--- src/rtl/clk_div_cfg_ctrl.sv ---
// clk_div_cfg_ctrl: arbitrates two ratio-change requesters and sequences
// each change into the clock divider as gate -> load -> settle -> done,
// so the divider ratio only ever moves while its enable is held low.
//
// Handshake: a requester raises valid with a stable ratio and holds both
// until it sees ready; a transfer happens on the rising edge where
// valid && ready. Ready is combinational, offered only in IDLE and only to
// one requester at a time. Dropping valid before ready withdraws the request.
module clk_div_cfg_ctrl #(
  parameter logic [7:0] RESET_RATIO   = 8'd1,
  parameter int         GATE_CYCLES   = 2,
  parameter int         SETTLE_CYCLES = 4
) (
  input  logic       i_ref_clk,
  input  logic       i_rst,
  input  logic       i_req0_valid,
  input  logic [7:0] i_req0_ratio,
  output logic       o_req0_ready,
  input  logic       i_req1_valid,
  input  logic [7:0] i_req1_ratio,
  output logic       o_req1_ready,
  output logic [7:0] o_div_ratio,
  output logic       o_clk_en,
  output logic       o_busy,
  output logic       o_done,
  output logic       o_done_id,
  output logic       o_done_rej,
  output logic [2:0] o_dbg_state
);

  typedef enum logic [2:0] {
    S_IDLE   = 3'd0,
    S_GATE   = 3'd1,
    S_LOAD   = 3'd2,
    S_SETTLE = 3'd3,
    S_DONE   = 3'd4
  } state_e;

  localparam logic [7:0] GATE_INIT   = 8'(GATE_CYCLES);
  localparam logic [7:0] SETTLE_INIT = 8'(SETTLE_CYCLES);

  state_e     state_q, state_d;
  logic [7:0] cnt_q, cnt_d;
  logic [7:0] ratio_q, ratio_d;
  logic [7:0] cap_ratio_q, cap_ratio_d;
  logic       cap_id_q, cap_id_d;
  logic       last_q, last_d;
  logic       clk_en_q, clk_en_d;
  logic       busy_q, busy_d;
  logic       done_q, done_d;
  logic       done_id_q, done_id_d;
  logic       done_rej_q, done_rej_d;

  logic       grant0, grant1;
  logic       xfer;
  logic       xfer_id;
  logic [7:0] xfer_ratio;

  // Round-robin grant: a lone valid wins, a tie goes to the one not served last.
  always_comb begin
    grant0       = i_req0_valid && (!i_req1_valid || last_q);
    grant1       = i_req1_valid && (!i_req0_valid || !last_q);
    o_req0_ready = (state_q == S_IDLE) && !i_rst && grant0;
    o_req1_ready = (state_q == S_IDLE) && !i_rst && grant1;
    xfer         = o_req0_ready || o_req1_ready;
    xfer_id      = o_req1_ready;
    xfer_ratio   = o_req1_ready ? i_req1_ratio : i_req0_ratio;
  end

  // Sequencer next-state; every output is computed here and registered below.
  always_comb begin
    state_d     = state_q;
    cnt_d       = cnt_q;
    ratio_d     = ratio_q;
    cap_ratio_d = cap_ratio_q;
    cap_id_d    = cap_id_q;
    last_d      = last_q;
    clk_en_d    = clk_en_q;
    done_d      = 1'b0;
    done_id_d   = 1'b0;
    done_rej_d  = 1'b0;
    case (state_q)
      S_IDLE: begin
        clk_en_d = 1'b1;
        if (xfer) begin
          last_d      = xfer_id;
          cap_ratio_d = xfer_ratio;
          cap_id_d    = xfer_id;
          if (xfer_ratio == 8'd0) begin
            state_d    = S_DONE;
            done_d     = 1'b1;
            done_id_d  = xfer_id;
            done_rej_d = 1'b1;
          end else if (xfer_ratio == ratio_q) begin
            state_d   = S_DONE;
            done_d    = 1'b1;
            done_id_d = xfer_id;
          end else begin
            state_d  = S_GATE;
            cnt_d    = GATE_INIT;
            clk_en_d = 1'b0;
          end
        end
      end
      S_GATE: begin
        clk_en_d = 1'b0;
        cnt_d    = cnt_q - 8'd1;
        if (cnt_q <= 8'd1) begin
          state_d = S_LOAD;
        end
      end
      S_LOAD: begin
        // Enable is still low in this cycle; it rises on the same edge the
        // new ratio lands, so the divider never sees a ratio move while enabled.
        ratio_d  = cap_ratio_q;
        state_d  = S_SETTLE;
        cnt_d    = SETTLE_INIT;
        clk_en_d = 1'b1;
      end
      S_SETTLE: begin
        clk_en_d = 1'b1;
        cnt_d    = cnt_q - 8'd1;
        if (cnt_q <= 8'd1) begin
          state_d   = S_DONE;
          done_d    = 1'b1;
          done_id_d = cap_id_q;
        end
      end
      S_DONE: begin
        clk_en_d = 1'b1;
        state_d  = S_IDLE;
      end
      default: begin
        clk_en_d = 1'b1;
        state_d  = S_IDLE;
      end
    endcase
    busy_d = (state_d != S_IDLE);
  end

  // State and output registers with synchronous reset.
  always_ff @(posedge i_ref_clk) begin
    if (i_rst) begin
      state_q     <= S_IDLE;
      cnt_q       <= 8'd0;
      ratio_q     <= RESET_RATIO;
      cap_ratio_q <= 8'd0;
      cap_id_q    <= 1'b0;
      last_q      <= 1'b1;
      clk_en_q    <= 1'b1;
      busy_q      <= 1'b0;
      done_q      <= 1'b0;
      done_id_q   <= 1'b0;
      done_rej_q  <= 1'b0;
    end else begin
      state_q     <= state_d;
      cnt_q       <= cnt_d;
      ratio_q     <= ratio_d;
      cap_ratio_q <= cap_ratio_d;
      cap_id_q    <= cap_id_d;
      last_q      <= last_d;
      clk_en_q    <= clk_en_d;
      busy_q      <= busy_d;
      done_q      <= done_d;
      done_id_q   <= done_id_d;
      done_rej_q  <= done_rej_d;
    end
  end

  assign o_div_ratio = ratio_q;
  assign o_clk_en    = clk_en_q;
  assign o_busy      = busy_q;
  assign o_done      = done_q;
  assign o_done_id   = done_id_q;
  assign o_done_rej  = done_rej_q;
  assign o_dbg_state = state_q;

endmodule

--- config.mk ---
export PLATFORM = sky130hd
export DESIGN_NAME = clk_div_cfg_ctrl
export DESIGN_NICKNAME = d
export VERILOG_FILES = /design/src/rtl/clk_div_cfg_ctrl.sv
export SDC_FILE = /design/constraint.sdc
export NUM_CORES = 1
export LEC_CHECK = 0
export CAP_MARGIN = 20
export CELL_PAD_IN_SITES_DETAIL_PLACEMENT = 0
export CELL_PAD_IN_SITES_GLOBAL_PLACEMENT = 1
export CORE_AREA = 2 2 96 70
export CTS_CLUSTER_SIZE = 24
export DETAILED_ROUTE_END_ITERATION = 10
export DIE_AREA = 0 0 98 72
export PLACE_DENSITY = 0.64
export SLEW_MARGIN = 25
export SYNTH_ARGS = -nofsm -noshare
export SYNTH_HDL_FRONTEND = slang
export SYNTH_SLANG_ARGS = --single-unit
--- constraint.sdc ---
create_clock -name i_ref_clk -period 2.79 [get_ports i_ref_clk]
set_input_delay 0.4185 -clock i_ref_clk [delete_from_list [all_inputs] [get_ports i_ref_clk]]
set_output_delay 0.4185 -clock i_ref_clk [all_outputs]
set_load 0.03 [all_outputs]
# Word-level counts from Yosys, hierarchy flattened

Cells that the tools add are included.

Flip-flop bits (word level): 34
Input bits: 20

Bitwise operators: 2
Multiplexer cells: 24
Equality and inequality tests: 7
Reduce and logical (&&, ||, !) cells: 20
Order comparisons: 1
Add/sub/neg operators: 1

Operators by type and width:

| operator            | number |
|---|---|
| $mux 8              | 4 |
| $pmux 8 s3          | 1 |
| $mux 3              | 5 |
| $pmux 3 s4          | 1 |
| $mux 1              | 10 |
| $eq 8x8->1          | 1 |
| $le 8x1->1 const B  | 1 |
| $logic_not 8->1     | 1 |
| $sub 8x1->8 const B | 1 |
| $eq 3x2->1 const B  | 2 |
| $ne 2x2->1 const B  | 3 |
| $pmux 1 s2          | 3 |
| $reduce_bool 3->1   | 2 |
| $logic_and 1x1->1   | 5 |
| $logic_not 1->1     | 4 |
| $reduce_and 4->1    | 1 |
| $eq 3x1->1 const B  | 1 |
| $logic_not 3->1     | 1 |
| $logic_or 1x1->1    | 3 |
| $reduce_or 3->1     | 1 |
| $not 1->1           | 2 |
| $reduce_and 2->1    | 1 |
| $reduce_or 2->1     | 1 |

# Depth between registers and ports, before layout

Gate-level depths: netlist (run 1).

Depth after elaboration: 11
Gate-level depth with buffers: 9

# Worst setup path before layout (run 1)

Ideal clock, no wire load.

Path type: register to register
Start point: register state_q[2] (netlist: o_dbg_state[2])
End point: register cnt_q[6]
Path buffers: 1
Stages on the path, launching flop included: 10
Setup slack: 752 ps
Required time: 2673 ps
Arrival: 1921 ps
Cell sequence: dfxtp_1 buf_6 nor2_4 nand4_4 inv_2 a2111oi_4 nor2_1 o21ai_2 o21ai_2 a22o_1

Cells in the longest elaborated chain, start to end: 7
Elaborated cells on any way between the ends: 18
Those cells by class: eq/ne: 7; mux: 2; reduce/logical: 9

RTL lines:

| item                                          | line   | source |
|---|---|---|
| start, declared                               | 42     | `state_e state_q, state_d;` |
| start signal, assigned                        | 156    | `state_q <= state_d;` |
| $logic_not 3->1 (*)                           | 64     | `o_req1_ready = (state_q == S_IDLE) && !i_rst && grant1;` |
| $logic_and 1x1->1 (*) (2 in series)           | 64     |  |
| via o_req1_ready                              | 21     | `output logic o_req1_ready,` |
| $mux 8                                        | 67     | `xfer_ratio = o_req1_ready ? i_req1_ratio : i_req0_ratio;` |
| $eq 8x8->1 or $logic_not 8->1 (tied branches) | 94, 89 |  |
| $ne 2x2->1 (no source line)                   | n/a    |  |
| $reduce_and 4->1 (no source line) (*)         | n/a    |  |
| end signal, assigned                          | 157    | `cnt_q <= cnt_d;` |
| end, declared                                 | 43     | `logic [7:0] cnt_q, cnt_d;` |

Mark *: on every way through the listed nets, which the timed path passes. The rest lies on a longest branch.
A chain may end at the register's enable or synchronous reset.

# Final worst setup path (run 1)

Start point: input i_rst
End point: register cnt_q[6]

Cells in the longest elaborated chain, start to end: 7
Elaborated cells on any way between the ends: 12
Those cells by class: eq/ne: 4; mux: 1; reduce/logical: 7

RTL lines:

| item                                          | line   | source |
|---|---|---|
| start, declared                               | 15     | `input logic i_rst,` |
| $logic_not 1->1                               | 63, 64 |  |
| $logic_and 1x1->1                             | 63, 64 |  |
| $logic_and 1x1->1                             | 64     |  |
| $mux 8                                        | 67     |  |
| $eq 8x8->1 or $logic_not 8->1 (tied branches) | 94, 89 |  |
| $ne 2x2->1 (no source line)                   | n/a    |  |
| $reduce_and 4->1 (no source line)             | n/a    |  |

Parallel ways exist; a longest one is shown, timed or not.

==> results of run 1 <==
==> power by group through the flow <==
stage               Sequential, uW  Combinational (uW)  Clock [uW]
floorplan                      746                 531           0
global placement               725                 832           0
detailed placement             720                 832           0
CTS                            712                 833         445
global route                   731                 920         468
finish                         710                 832         431
==> synth_stat cells (2+ instances only) <==
library cell,number,area (um2)
dfxtp_1,34,680.7
nand2_1,22,82.58
nor2_1,21,78.83
a21oi_1,18,90.09
o21ai_0,16,80.08
inv_1,12,45.04
a211oi_1,11,82.58
mux2i_1,8,80.08
clkbuf_1,6,22.52
nand2b_1,6,37.54
xnor2_1,5,43.79
nor3_1,4,20.02
nor4_1,4,25.02
o2111ai_1,3,26.28
a211o_1,2,17.52
a222oi_1,2,20.02
a22o_1,2,17.52
a311oi_2,2,30.03
buf_1,2,7.510
buf_2,2,10.01
ha_1,2,25.02
nor2_4,2,22.52
nor2b_1,2,12.51
nor3b_1,2,15.01
o21ai_2,2,17.52
o221ai_1,2,17.52
or2_2,2,12.51
==> worst paths after layout <==
check / endpoint / depth (start not counted) / slack [ns]
hold / removal: o_div_ratio[5]$_SDFFE_PP0P_ / 2 / 0.45
setup reg to reg: cnt_q[6]$_SDFFE_PP0P_ / 8 / 0.55
hold reg to reg: o_div_ratio[5]$_SDFFE_PP0P_ / 2 / 0.45
setup / recovery: cnt_q[6]$_SDFFE_PP0P_ / 9 / 0.53
==> worst reg2reg max path: stages, from the launching register on <==
cell and delay, ns:
dfxtp_1 0.67, nor2_4 0.12, nand4_4 0.17, inv_2 0.10
a2111oi_4 0.31, nor2_1 0.12, o21ai_2 0.21, o21ai_2 0.19
a22o_1 0.24
==> final cells by class <==
cell class | instances | area share, %
multi-input cells | 156 | 43.03
well taps | 78 | 4.149
inverters | 13 | 2.074
repair buffers | 42 | 17.13
clock buffers | 8 | 4.681
flip-flops and latches | 34 | 28.94
==> sequential cells by signal (all words and copies together) (netlist names) <==
signal,count
last_q,1
cap_ratio_q,8
cnt_q,8
o_clk_en,1
cap_id_q,1
o_div_ratio,8
o_done_rej,1
o_done_id,1
o_done,1
o_dbg_state,3
o_busy,1
==> through the flow <==
| stage | instance area [um2] | instances | utilization (%) |
|---|---|---|---|
| after floorplan | 1793 | 214 | - |
| after global placement | 2242 | 323 | 36.78 |
| after detailed placement | 2242 | 323 | 36.78 |
| after CTS | 2352 | 331 | 38.59 |
| after global routing | 2352 | 331 | 38.59 |
| final | 2352 | 331 | 38.59 |
==> layer usage <==
layer  track usage [%]  routed length [um]  up-vias
met2             19.86                1950       50
met1             23.58                2879      802
met3             4.046                 334        2
met4             3.241                  19        0
li1                  -                   -      848
met5                 0                   0        -
==> cells by family after synthesis <==
group                      count (synthesis)  synth area share [%]
muxes                                      8                 4.466
DFF                                       34                 37.96
adders and majority gates                  2                 1.395
xor gates and xnor gates                   5                 2.442
buffers and inverters                     24                 5.582
AOI/OAI and AO/OA                         68                 27.22
and+or+nand+nor                           73                 20.94
==> placed cells by master, fill, tap and decap left out, types with 2 or more instances in the layout <==
master / Yosys / routed
mux2i_1: 8 / 8
ha_1: 2 / 2
a211o_1: 2 / 2
nor2_1: 21 / 21
xnor2_1: 5 / 5
or2_2: 2 / 2
a311oi_2: 2 / 2
nand2b_1: 6 / 6
a22o_1: 2 / 2
nor3_1: 4 / 4
clkbuf_8: 0 / 8
o2111ai_1: 3 / 3
nor3b_1: 2 / 2
clkdlybuf4s50_1: 0 / 35
nor2b_1: 2 / 2
a222oi_1: 2 / 2
inv_1: 12 / 12
o221ai_1: 2 / 2
o21ai_0: 16 / 16
nand2_1: 22 / 22
buf_4: 0 / 7
a211oi_1: 11 / 11
o21ai_2: 2 / 2
a21oi_1: 18 / 18
nor2_4: 2 / 2
dfxtp_1: 34 / 34
nor4_1: 4 / 4
==> results_dict.tcl, run 1 <==
set metrics [dict create \
    status "completed" \
    start_kind "input port" \
    synth_cells 214 \
    placementRows 24 \
    coreArea_um2 6096 \
    reg2reg_from "o_dbg_state[0]$_SDFF_PP0_" \
    skew_ns 0.008215 \
    wirelength_mm 5.183 \
    ys.flop_type "dfxtp_1" \
    crit_chain "clkdlybuf4s50_1, nor2_4, nand4_4, buf_4, nor3b_1, a31oi_1, o21ai_2, o21ai_2, a22o_1" \
    ys_types 45 \
    path_clk_slew_ns 0.07 \
    setup_violations 0 \
    comb_power_share_pct 42.1 \
    cts_tree "built" \
    dp_hpwl_mm 3.740 \
    drc 0 \
    dr.pass1.iters 4 \
    relSlewSlack_pct 52.11 \
    seqPwrFrac_pct 36.0 \
    criticalPathCategory "input port to register" \
    die-area_um2 7056 \
    cap_violations 0 \
    wire_per_inst_um 15.66 \
    dr_total_vias 1702 \
    ant_nets 0 \
    synth_edf_count 0 \
    area_growth_pct 31.19 \
    max_stage_delay_ns 0.46 \
    period_share_pct 80.92 \
    globalplace.congestion 0.8114 \
    max_freq_mhz 442.9 \
    clock_power_share_pct 21.9 \
    final_max_slew_viol_count 0 \
    cp_data_arrival_time_ns 2.43 \
    diodes 0 \
    p_sw_share_pct 40.30 \
    cellLeakagePower_uw 0.0008713 \
    ys_warn_count 0 \
    required_ns 2.96 \
    crit_path_top_delay_cell "clkdlybuf4s50_1" \
    cts_buffers 5 \
    post_drt_via_cell_ratio 5.142 \
    fp.dieH_um 72 \
    cp_common_cell "o21ai_2" \
    hold-worst-slack_ns 0.4545 \
    grt_pass1_vias 1574 \
    hp-start "cap_ratio_q[5]$_SDFFE_PP0P_" \
    setup-tns-final_ns 0 \
    seqCellArea_um2 680.7 \
    rsz0062_at_grt "false" \
    grt_max_degree 34 \
    cp_max_fo 17 \
    root_buffer "clkbuf_8" \
    clk_latency_ns 0.28 \
    synth_area_um2 1793 \
    worstMarginPinSlew_ns 0.7156 \
    grt.overflow.total 0 \
    layout_setup_ws_ns 0.5323 \
    fin_nets 274 \
    cts_hold_buffers 0 \
    p_per_area_nw_per_um2 838.8 \
    synth_nets 236 \
    hold_path_class "register to register" \
    pre_cts_ws_ns 0.2388 \
    htreeDepth 2 \
    fillers 643 \
    initial_core_util_pct 29.41 \
    drt-initial-drc-count 178 \
    postSynth.asyncResetShare_pct 0 \
    intPower_uw 1178 \
    io_pins 38 \
    cts_sinks 34 \
    fp.dieW_um 98 \
    power_uw 1973 \
    ir_worst_vdd_mv 0.2315 \
    synth-seq-cells 34 \
    syn_avg_cell_area_um2 8.378 \
    multi_input_comb_area_um2 1012 \
    grt_util_all_layers_pct 14.96 \
    cp_top_family "compound AO/OA/AOI/OAI gates" \
    hold_violations 0 \
    end_kind "register" \
    post-cts-setup-buffers 0 \
    grt_pass1_wl_mm 8.314 \
    cts_buffer_depth 2 \
    startpoint "i_rst" \
    period_minus_slack_ns 2.258 \
    drive_gt1_share_pct 10.67 \
    antenna_found_initial 0 \
    port_buffers 37 \
    power_switching_uw 795.2 \
    ctsResizeCount 0 \
    yosysSeqAreaShare_pct 37.96 \
    critPathBufInv 2 \
]
Power figures use the tool's default switching activity.
==> run 2, diff against run 1 <==
Settings changed: PLACE_DENSITY 0.64 to 0.66.
Clock period 2.79 ns to 2 ns, I/O delays scaled along.
==> run 2 against run 1 <==
Effect of this change:
- critical path depth stayed put
- global-route usage increased by 0.51 points
- flip-flop and latch count unchanged
- clock skew is 0.0012 ns higher
- clock-buffer cell count down 1
- setup slack lost 0.46 ns
==> results_dict.tcl, run 2 (synthesized netlist as in run 1, its figures left out) <==
set metrics [dict create \
    status "completed" \
    reg2reg_from "o_div_ratio[5]$_SDFFE_PP0P_" \
    cp_data_arrival_time_ns 2.13 \
    period_minus_slack_ns 1.926 \
    wire_per_inst_um 15.51 \
    grt_use_met2_pct 21.08 \
    placed_area_um2 2432 \
    hold-worst-slack_ns 0.4033 \
    diodes 0 \
    worstMarginPinSlew_ns 0.4093 \
    port_buffers 37 \
    clk_latency_ns 0.29 \
    grt_util_all_layers_pct 15.47 \
    antenna_found_initial 0 \
    drt-initial-drc-count 112 \
    dp_hpwl_mm 3.942 \
    hold_violations 0 \
    hold_depth 3 \
    ir_worst_vdd_mv 0.2884 \
    met3_usage_pct 3.854 \
    cap_violations 0 \
    cts_buffer_depth 2 \
    start_kind "input port" \
    placementRows 24 \
    htreeDepth 2 \
    globalplace.congestion 0.7939 \
    cellLeakagePower_uw 0.001128 \
    grt.overflow.total 0 \
    ant_nets 0 \
    most-common-layout-cells "buf_4 (36), dfxtp_1 (32), clkdlybuf4s50_1 (25), nand2_1 (21), nor2_1 (20)" \
    criticalPathCategory "input port to register" \
    required_ns 2.21 \
    grt_pass1_vias 1670 \
    dr.pass1.iters 4 \
    fp.dieW_um 98 \
    final_max_slew_viol_count 0 \
    fp.dieH_um 72 \
    cts_sinks 34 \
    fin_nets 306 \
    initial_core_util_pct 29.41 \
    path_clk_slew_ns 0.08 \
    timing.rr.end "cnt_q[3]$_SDFFE_PP0P_" \
    io_pins 38 \
    met1_usage_pct 24.30 \
    grt_pass1_wl_mm 8.631 \
    cp_max_fo 5 \
    end_kind "register" \
    post_drt_via_cell_ratio 4.926 \
    hold_path_class "input port to register" \
    max_freq_mhz 519.1 \
    dr_total_vias 1788 \
    r2r_cells 7 \
    skew_ns 0.009423 \
    p_per_area_nw_per_um2 1141 \
    setup_violations 0 \
    relSlewSlack_pct 72.50 \
    die-area_um2 7056 \
    final_cell_area_um2 2725 \
    grt.busiest_layer "met1" \
    period_share_pct 96.32 \
    wirelength_mm 5.630 \
    root_buffer "clkbuf_8" \
    area_growth_pct 51.99 \
    grt_max_degree 34 \
    drc 0 \
    cts_tree "built" \
    hp-start "i_req1_ratio[1]" \
    holdPathEnd "cap_ratio_q[1]$_SDFFE_PP0P_" \
    drive_gt1_share_pct 25.26 \
    cts_buffers 5 \
    layout_commonest_cell "buf_4" \
    coreArea_um2 6096 \
    r2r_slack_ns 0.12 \
]
==> run 2: what timing repair did <==
item / CTS / global route
hold buffers: 0 / 0
endpoints found under the setup margin: 1 / 10
gates cloned: 0 / 1
resized for setup: 1 / 29
buffers inserted: 0 / 6
pin swaps: 0 / 9
endpoints found under the hold margin: 0 / 0
==> run 2: report_power, final <==
group	internal, uW	switching (uW)
registers	828	114
logic	678	850
clock network	373	266
total	1880	1230
==> run 2: final cells by class <==
cell class / instances / area, um2
Inverter: 13 / 48.80
Tap cell: 78 / 97.59
Multi-Input combinational cell: 157 / 1121
Clock inverter: 1 / 30.03
Timing Repair Buffer: 73 / 668.1
Fill cell: 611 / 3371
Sequential cell: 34 / 683.2
Clock buffer: 7 / 76.32
==> run 2: per-layer routing <==
metal	part of all wire, %	vias to the layer above	wire length [um]
met5	0	-	0
met4	0.41	0	23
met3	5.4	2	304
met2	40	46	2277
met1	54	828	3025
li1	-	912	-
==> run 2: metrics by stage <==
stage          worst slack (ns)  cells  util [%]  setup TNS [ns]  power, uW
3_5_place_dp            -0.2825    348     39.90          -2.278       2303
4_1_cts                0.006790    356     41.71               0       2939
3_3_place_gp            -0.2145    348     39.90          -1.858       2309
6_report                0.07366    363     44.70               0       3109
2_1_floorplan           0.01963    214         -               0       1784
5_1_grt               -0.009079    363     44.70       -0.009079       3302
==> run 2: worst max-delay path by stage <==
| stage | from | slack [ns] | endpoint | depth (start not counted) |
|---|---|---|---|---|
| 2_1_floorplan | o_dbg_state[0]$_SDFF_PP0_ | 0.02 | cnt_q[6]$_SDFFE_PP0P_ | 8 |
| 3_3_place_gp | i_rst | -0.21 | cnt_q[0]$_SDFFE_PP0P_ | 8 |
| 3_5_place_dp | i_req1_ratio[4] | -0.28 | cnt_q[0]$_SDFFE_PP0P_ | 7 |
| 4_1_cts | i_req1_ratio[4] | 0.007 | cnt_q[0]$_SDFFE_PP0P_ | 7 |
| 5_1_grt | o_div_ratio[5]$_SDFFE_PP0P_ | -0.009 | cnt_q[3]$_SDFFE_PP0P_ | 7 |
| 6_report | i_req0_valid | 0.07 | cnt_q[3]$_SDFFE_PP0P_ | 9 |
==> run 2: worst max-delay path, cell delays in order <==
cell             delay, ns
clkdlybuf4s50_1       0.51
nand2_2               0.08
nand4_4               0.11
inv_2                 0.07
a2111oi_4             0.34
nor2_2                0.11
o21ai_4               0.22
o21ai_4               0.13
a311oi_2              0.26
==> run 3, diff against run 2 <==
Settings changed: CORE_AREA 2 2 96 70 to 2 2 92 67, DIE_AREA 0 0 98 72 to 0 0 94 69, PLACE_DENSITY 0.66 to 0.72.
==> run 3 against run 2 <==
Effect of this change:
- non-clock buffer count is 3 lower
- largest cell class unchanged
- flip-flop and latch count stayed put
- fmax is 1.0% lower
- sequential share of layout area is 0.64 points higher
- critical path depth stayed put
- critical path type unchanged
- final cell count is 1.7% lower
- worst hold slack better by 0.057 ns
- power is 1.6% lower
- clock power is 3% lower
- register-to-register slack better by 0.05 ns
- sequential power is 0.6% higher
- largest power group unchanged
- die area is 8.1% lower
==> results_dict.tcl, run 3 (synthesized netlist as in run 1, its figures left out) <==
set metrics [dict create \
    layout_setup_ws_ns 0.05422 \
    startpoint "i_rst" \
    seqPwrFrac_pct 31.0 \
    area_growth_pct 48.22 \
    crit_path_top_delay_cell "clkdlybuf4s50_1" \
    cts_buffer_depth 2 \
    post_drt_via_cell_ratio 4.994 \
    intPower_uw 1858 \
    cp_common_cell "o21ai_4" \
    final_cell_area_um2 2658 \
    fp.dieH_um 69 \
    fillers 560 \
    clock_power_share_pct 20.3 \
    end_kind "register" \
    drt-initial-drc-count 137 \
    cp_data_arrival_time_ns 2.14 \
    root_buffer "clkbuf_8" \
    max_stage_delay_ns 0.46 \
    dp_hpwl_mm 3.756 \
    wire_per_inst_um 14.94 \
    relSlewSlack_pct 68.87 \
    initial_core_util_pct 31.95 \
    hp-start "cap_ratio_q[2]$_SDFFE_PP0P_" \
    p_per_area_nw_per_um2 1152 \
    skew_ns 0.007032 \
    required_ns 2.20 \
    final_max_slew_viol_count 0 \
    crit_cells 9 \
    most-common-layout-cells "clkdlybuf4s50_1 (34), buf_4 (33), dfxtp_1 (32), nand2_1 (22), nor2_1 (20)" \
    worstMarginPinSlew_ns 0.4660 \
    diodes 0 \
    drive_gt1_share_pct 24.11 \
    placementRows 23 \
    cts_sinks 34 \
    status "completed" \
    critPathBufInv 2 \
    grt_pass1_vias 1678 \
    placed_area_um2 2421 \
    setup-tns-final_ns 0 \
    crit_chain "clkdlybuf4s50_1, nor2_4, nand4_4, buf_6, nor3b_2, a31oi_2, o21ai_4, o21ai_4, a311oi_2" \
    p_sw_share_pct 39.29 \
    port_buffers 37 \
    criticalPathCategory "input port to register" \
    grt.overflow.total 0 \
    coreArea_um2 5612 \
    grt_util_all_layers_pct 16.35 \
    cts_tree "built" \
    cap_violations 0 \
    cp_max_fo 10 \
    period_share_pct 97.29 \
    io_pins 38 \
    setup_violations 0 \
    layout_commonest_cell "clkdlybuf4s50_1" \
    fp.dieW_um 94 \
    htreeDepth 2 \
    dr.pass1.iters 4 \
    reg2reg_from "o_div_ratio[5]$_SDFFE_PP0P_" \
    grt_max_degree 34 \
    fin_nets 303 \
    comb_power_share_pct 48.7 \
    ir_worst_vdd_mv 0.3256 \
    die-area_um2 6486 \
    dr_total_vias 1783 \
    period_minus_slack_ns 1.946 \
    hold_path_class "register to register" \
    pre_cts_ws_ns -0.2482 \
    antenna_found_initial 0 \
    wirelength_mm 5.335 \
    cts_buffers 5 \
    hold_violations 0 \
    grt_pass1_wl_mm 8.383 \
    ant_nets 0 \
    drc 0 \
    clk_latency_ns 0.28 \
    power_switching_uw 1203 \
    path_clk_slew_ns 0.07 \
    r2r_cells 7 \
    max_freq_mhz 513.9 \
    start_kind "input port" \
    hold_depth 2 \
    globalplace.congestion 0.8064 \
    cellLeakagePower_uw 0.001028 \
    cp_top_family "compound AO/OA/AOI/OAI gates" \
]
run 3: tightest hold or removal path: cells and delay by family, from the launching register on:
kind,cells,cell delay [ns]
flops,1,0.31
simple gates,1,0.05
compound gates,1,0.05
run 3: what timing repair did:
action	in CTS	in global routing
endpoints found under the hold margin	0	0
buffers inserted	0	4
hold buffers	0	0
endpoints found under the setup margin	0	12
gates resized for setup	0	18
run 3: power groups by stage:
stage          clock network (uW)  registers (uW)  logic, uW
2_1_floorplan                   0            1040        740
3_3_place_gp                    0             959       1320
3_5_place_dp                    0             957       1320
4_1_cts                       646             946       1330
5_1_grt                       666             967       1630
6_report                      622             948       1490
run 3: cell type report:
class                   instances  area [um2]  share of cell area [%]
inverters                      13       48.80                   1.836
flip-flops and latches         34       683.2                   25.71
clock inverters                 3       40.04                   1.507
clock buffers                   5       68.82                   2.589
multi-input cells             157        1100                   41.38
repair buffers                 70       623.1                   23.45
well taps                      75       93.84                   3.531
run 3: path summary, 6_finish.rpt:
check / end / slack (ns)
min: o_div_ratio[2]$_SDFFE_PP0P_ / 0.46
max reg2reg: cnt_q[3]$_SDFFE_PP0P_ / 0.17
min reg2reg: o_div_ratio[2]$_SDFFE_PP0P_ / 0.46
max: cnt_q[3]$_SDFFE_PP0P_ / 0.05
run 3: layer usage:
metal	track usage, %	vias to the layer above	wire length (um)
met2	21.35	48	2169
li1	-	904	-
met1	25.73	827	2788
met5	0	-	0
met3	4.699	4	332
met4	4.187	0	44
run 3: stage by stage:
stage | std cells | total power, uW | utilization, % | hold slack, ns
final | 357 | 3061 | 47.36 | 0.4602
after global routing | 357 | 3267 | 47.36 | 0.4751
after CTS | 352 | 2919 | 45.08 | 0.4602
after detailed placement | 344 | 2282 | 43.14 | 0.4557
after global placement | 344 | 2284 | 43.14 | 0.4459
after floorplan | 214 | 1784 | - | 0.4316
